### src/rtl/jpeg_bitstream_reader.sv
// JPEG entropy-coded bitstream reader.
// Strips the 0x00 stuffing byte that follows each 0xFF, drops 0xFF fill
// bytes and stalls on markers. Destuffed bits are packed MSB-first into a
// bit buffer and exposed through a peek window with a variable-length
// consume port for a downstream Huffman/VLC decoder.
module jpeg_bitstream_reader #(
  parameter int BUF_W  = 32,
  parameter int PEEK_W = 16
) (
  input  logic              clk,
  input  logic              rst_n,
  input  logic              sync_clr,
  input  logic [7:0]        in_data,
  input  logic              in_valid,
  output logic              in_ready,
  output logic [PEEK_W-1:0] peek_data,
  output logic              peek_valid,
  input  logic              consume_en,
  input  logic [4:0]        consume_len,
  output logic [5:0]        bit_cnt,
  output logic              marker_found,
  output logic [7:0]        marker_code,
  input  logic              marker_ack,
  output logic              err
);

  typedef enum logic [1:0] {
    NORMAL  = 2'd0,
    FF_SEEN = 2'd1,
    MARKER  = 2'd2
  } state_t;

  // A byte is only accepted when a full byte still fits after the worst case
  // of no consume in the same cycle.
  localparam logic [5:0] FILL_LIMIT = 6'(BUF_W - 8);
  localparam logic [5:0] PEEK_LEN   = 6'(PEEK_W);

  state_t             state;
  logic [BUF_W-1:0]   buffer;
  logic               run;

  logic               in_marker;
  logic               accept;
  logic [5:0]         len_ext;
  logic               consume_ok;
  logic               consume_bad;
  logic [BUF_W-1:0]   shifted;
  logic [5:0]         cnt_after;
  logic               append_en;
  logic [7:0]         append_byte;
  logic [BUF_W-1:0]   appended;
  logic [BUF_W-1:0]   valid_mask;
  logic [BUF_W-1:0]   padded;

  // Handshake and peek outputs derived purely from registered state; run
  // keeps in_ready low while reset is held and for the first edge after it.
  always_comb begin
    in_marker  = (state == MARKER);
    in_ready   = run && !in_marker && (bit_cnt <= FILL_LIMIT);
    accept     = in_valid && in_ready;
    peek_valid = (bit_cnt >= PEEK_LEN) || in_marker;
    valid_mask = ~({BUF_W{1'b1}} >> bit_cnt);
    padded     = (buffer & valid_mask) | ~valid_mask;
    peek_data  = peek_valid ? padded[BUF_W-1 -: PEEK_W] : '0;
  end

  // Consume legality and the post-consume buffer; inside a marker an
  // over-long consume simply empties the buffer.
  always_comb begin
    len_ext     = {1'b0, consume_len};
    consume_ok  = consume_en &&
                  (in_marker || ((len_ext <= PEEK_LEN) && (len_ext <= bit_cnt)));
    consume_bad = consume_en && !consume_ok;
    shifted     = buffer;
    cnt_after   = bit_cnt;
    if (consume_ok) begin
      shifted = buffer << consume_len;
      if (len_ext >= bit_cnt) begin
        cnt_after = 6'd0;
      end else begin
        cnt_after = bit_cnt - len_ext;
      end
    end
  end

  // Destuffing decode: decide whether the accepted byte contributes data
  // bits, and place them right after whatever survives the consume.
  always_comb begin
    append_en   = 1'b0;
    append_byte = 8'h00;
    if (accept) begin
      if (state == NORMAL && in_data != 8'hFF) begin
        append_en   = 1'b1;
        append_byte = in_data;
      end else if (state == FF_SEEN && in_data == 8'h00) begin
        append_en   = 1'b1;
        append_byte = 8'hFF;
      end
    end
    appended = shifted | ({append_byte, {(BUF_W-8){1'b0}}} >> cnt_after);
  end

  // Main state machine: buffer, bit count, marker capture and sticky error.
  always_ff @(posedge clk or negedge rst_n) begin
    if (!rst_n) begin
      state        <= NORMAL;
      buffer       <= '0;
      bit_cnt      <= 6'd0;
      marker_found <= 1'b0;
      marker_code  <= 8'h00;
      err          <= 1'b0;
      run          <= 1'b0;
    end else begin
      run <= 1'b1;
      if (sync_clr) begin
        state        <= NORMAL;
        buffer       <= '0;
        bit_cnt      <= 6'd0;
        marker_found <= 1'b0;
        marker_code  <= 8'h00;
        err          <= 1'b0;
      end else if (in_marker && marker_ack) begin
        state        <= NORMAL;
        buffer       <= '0;
        bit_cnt      <= 6'd0;
        marker_found <= 1'b0;
      end else begin
        if (consume_bad) begin
          err <= 1'b1;
        end
        buffer  <= append_en ? appended : shifted;
        bit_cnt <= append_en ? (cnt_after + 6'd8) : cnt_after;
        if (accept) begin
          case (state)
            NORMAL: begin
              if (in_data == 8'hFF) begin
                state <= FF_SEEN;
              end
            end
            FF_SEEN: begin
              if (in_data == 8'h00) begin
                state <= NORMAL;
              end else if (in_data != 8'hFF) begin
                marker_code  <= in_data;
                marker_found <= 1'b1;
                state        <= MARKER;
              end
            end
            default: begin
              state <= state;
            end
          endcase
        end
      end
    end
  end

endmodule

### config.mk
export PLATFORM = sky130hd
export DESIGN_NAME = jpeg_bitstream_reader
export DESIGN_NICKNAME = d
export VERILOG_FILES = /design/src/rtl/jpeg_bitstream_reader.sv
export SDC_FILE = /design/constraint.sdc
export NUM_CORES = 1
export LEC_CHECK = 0
export BUFFER_PORTS_ARGS = -buffer_cell sky130_fd_sc_hd__buf_2
export CAP_MARGIN = 20
export CORE_ASPECT_RATIO = 1.4
export CORE_MARGIN = 2
export CORE_UTILIZATION = 55
export DETAILED_ROUTE_END_ITERATION = 10
export GPL_TIMING_DRIVEN = 0
export HOLD_SLACK_MARGIN = 0.05
export PLACE_DENSITY = 0.75
export SYNTH_ARGS = -nofsm -noshare
export SYNTH_HDL_FRONTEND = slang
export SYNTH_SLANG_ARGS = --single-unit
### constraint.sdc
create_clock -name clk -period 7.1 [get_ports clk]
set_input_delay 0.355 -clock clk [delete_from_list [all_inputs] [get_ports clk]]
set_output_delay 0.355 -clock clk [all_outputs]
set_load 0.02 [all_outputs]
==> reports/results.tsv <==
metric	value	unit
status	finished clean	
r2r_slack	2.99	ns
initial_utilization	56.42	%
synthMuxAreaShare	20.01	%
synth_seq_cells	51	
cp-end-kind	register	
synth_top_area_share	24.05	%
via_per_inst	7.216	
synthCells	661	
powerDensity	155.2	nW/µm²
cts_buffer_depth	2	
hold_viol	0	
mostFrequentLayoutCell	nor2_1	
ys_seq_area_share	24.05	%
max_stage_delay	0.66	ns
min_path_type	in2async	
antenna_found_initial	0	
layout.nets	744	
path_clk_slew	0.07	ns
synth_top_family_by_area	compound AO/OA/AOI/OAI gates	
slew_violations	0	
finalPower	911.3	µW
cts_tree	built	
grt_use_total	40.27	%
area_delta_synth_final	10.66	%
post_cts_buffers	0	
dieArea	10460	µm²
place.gp.congestion	1.020	
synthSimpleGateAreaFrac	21.76	%
num_vias	5982	
first_pass_iters	5	
cts_inserted_buffers	5	
cts.sinks	51	
synth_compound_area_share	26.47	%
yosysWarnings	0	
drtIter0Drc	608	
fmax	211.2	MHz
place_hpwl	16270	µm
row_count	42	
async_flop_share	100.0	%
crit_type	in2reg	
synthTopCellsByArea	dfrtp_1, mux4_2, nor2_1, nand2_1, a21oi_1	
synth_nets	687	
tightest_slew	0.7777	ns
ctsResizeCount	0	
synth_edf_count	0	
cellLeakagePower	0.002367	µW
rr_worst_depth	13	
syn-cell-area	5308	µm²
design_area	5873	µm²
fin_ws	2.365	ns
cts_htree_levels	2	
ant_nets	0	
min_period	4.735	ns
core_area	9407	µm²
fp.dieW	87.03	µm
r2r-start	bit_cnt[0]	
rr_endpoint	buffer[13]	
final_cell_mix	nor2_1, nand2_1, buf_2	
cts-root-buf	clkbuf_16	
max-slew-margin-rel	48.05	%
fp.dieH	120.2	µm
grt_pass1_wl	32010	µm
slowest_stage	o31ai_2	
synthFlopType	dfrtp_1	
required	7.26	ns
synthAdderAreaFrac	1.792	%
grt.overflow.total	0	
setup_viol	0	
peakVddDrop	0.0001022	V
cp_common_cell	buf_2	
finalCritPeriodShare	66.69	%
diodes	0	
skew	0.004992	ns
drc	0	
grt_start_max_net_pins	52	
synth_area_leader_cell	dfrtp_1	
crit_path_start_kind	input pin	
wl	20460	µm
drive_gt1_share	19.05	%
maxCapViolCount	0	
crit_family	compound AO/OA/AOI/OAI gates	
fin_tns_setup	0	ns
synth_xor_area_share	0.4950	%
io_buffers	49	
arrival	4.90	ns
grt_pass1_vias	5924	
placedCellCount	820	
wire_per_inst	24.68	µm
yosysUniqueCellTypes	70	
finalNonFillerCells	829	
crit_fanout	10	
placed_area	5690	µm²
syn_avg_cell_area	8.030	µm²
critPathLaunch	consume_len[2]	
rsz0062_at_grt	no	
ios	53	
timing.critical_path.buf_inv	5	
cts_hold_buffers	0	
clkLatencyLatePin	0.30	ns
place_ws	2.213	ns
path_cells	buf_2, clkinv_1, buf_1, clkbuf_1, ha_1, a211oi_1, o21ai_1, o31ai_2, a21boi_1, buf_2, nor4_1, a21oi_1, a221oi_1, o31ai_1	
==> worst register-to-register path, stage by stage (launching register included) <==
cell and delay, ns:
dfrtp_1 0.42, inv_1 0.17, ha_1 0.18, inv_1 0.05
fa_1 0.43, a211oi_1 0.33, o21ai_1 0.22, o31ai_2 0.66
a21boi_1 0.20, buf_2 0.22, nor4_1 0.40, a21oi_1 0.09
a221oi_1 0.47, o31ai_1 0.13
==> where the power goes <==
group | leakage (µW) | switching [µW] | internal, µW | total, µW
sequential | 0.000704 | 20.0 | 301 | 321
clock | 0.0000731 | 109 | 141 | 250
combinational | 0.00159 | 228 | 113 | 341
==> kinds of logic after synthesis <==
kind of cell	after synthesis
simple gates	256
compound gates	209
mux	68
buf+inv	66
flops	51
fa+ha+maj	7
xor+xnor	3
other cells	1
==> flip-flops by register name, summed over array words and instances, names as in the netlist <==
register      count
marker_found      1
state             2
bit_cnt           6
buffer           32
err               1
run               1
marker_code       8
==> stage by stage <==
step | util, % | hold WS [ns]
floorplan | - | 0.05941
global placement | 60.49 | 0.4616
detailed placement | 60.49 | 0.4900
CTS | 62.14 | 0.3061
global route | 62.44 | 0.1104
finish | 62.44 | 0.07187
==> metal layers <==
layer / track usage (%) / part of all wire [%] / wire length [µm] / up-vias
li1: - / - / - / 2628
met1: 43.51 / 33 / 6786 / 2811
met2: 70.71 / 51 / 10460 / 400
met3: 4.983 / 6.6 / 1359 / 143
met4: 28.81 / 9.1 / 1854 / 0
met5: 0 / 0 / 0 / -
==> final cells by class <==
cell class                      instances  area [µm²]
Tap cell                              110       137.6
Buffer                                 52       231.5
Clock inverter                          2       16.27
Inverter                               14       52.55
Sequential cell                        51        1276
Multi-Input combinational cell        544        3747
Timing Repair Buffer                   50       272.8
Fill cell                             834        3533
Clock buffer                            6       138.9
==> worst max-delay path by stage <==
| stage | end | slack, ns | cells after the start |
|---|---|---|---|
| 2_1_floorplan | buffer[13] | 3.39 | 14 |
| 3_3_place_gp | buffer[13] | 2.16 | 14 |
| 3_5_place_dp | buffer[13] | 2.21 | 14 |
| 4_1_cts | buffer[13] | 2.51 | 14 |
| 5_1_grt | buffer[13] | 2.18 | 14 |
| 6_report | buffer[13] | 2.36 | 14 |
==> cells in the mapped netlist, types with 3 or more instances <==
cell,instances
nor2_1,90
nand2_1,83
a21oi_1,59
dfrtp_1,51
mux4_2,29
o21ai_0,29
clkbuf_1,26
mux2i_1,26
a31oi_1,23
nand3_1,20
nor3_1,15
a211oi_1,14
buf_2,13
inv_1,13
o22ai_1,13
mux2_2,12
nor4_1,10
buf_1,9
o21ai_1,8
o31ai_1,7
and3_1,6
ha_1,6
nand4_1,6
o211ai_1,6
a22o_1,5
a21o_1,4
a221o_1,4
a22oi_1,4
and2_1,4
nor2b_1,4
or2_2,4
a221oi_1,3
a311o_1,3
o221ai_1,3
o31ai_2,3
or4_1,3
Note: power is estimated with default switching activity, not from simulation.
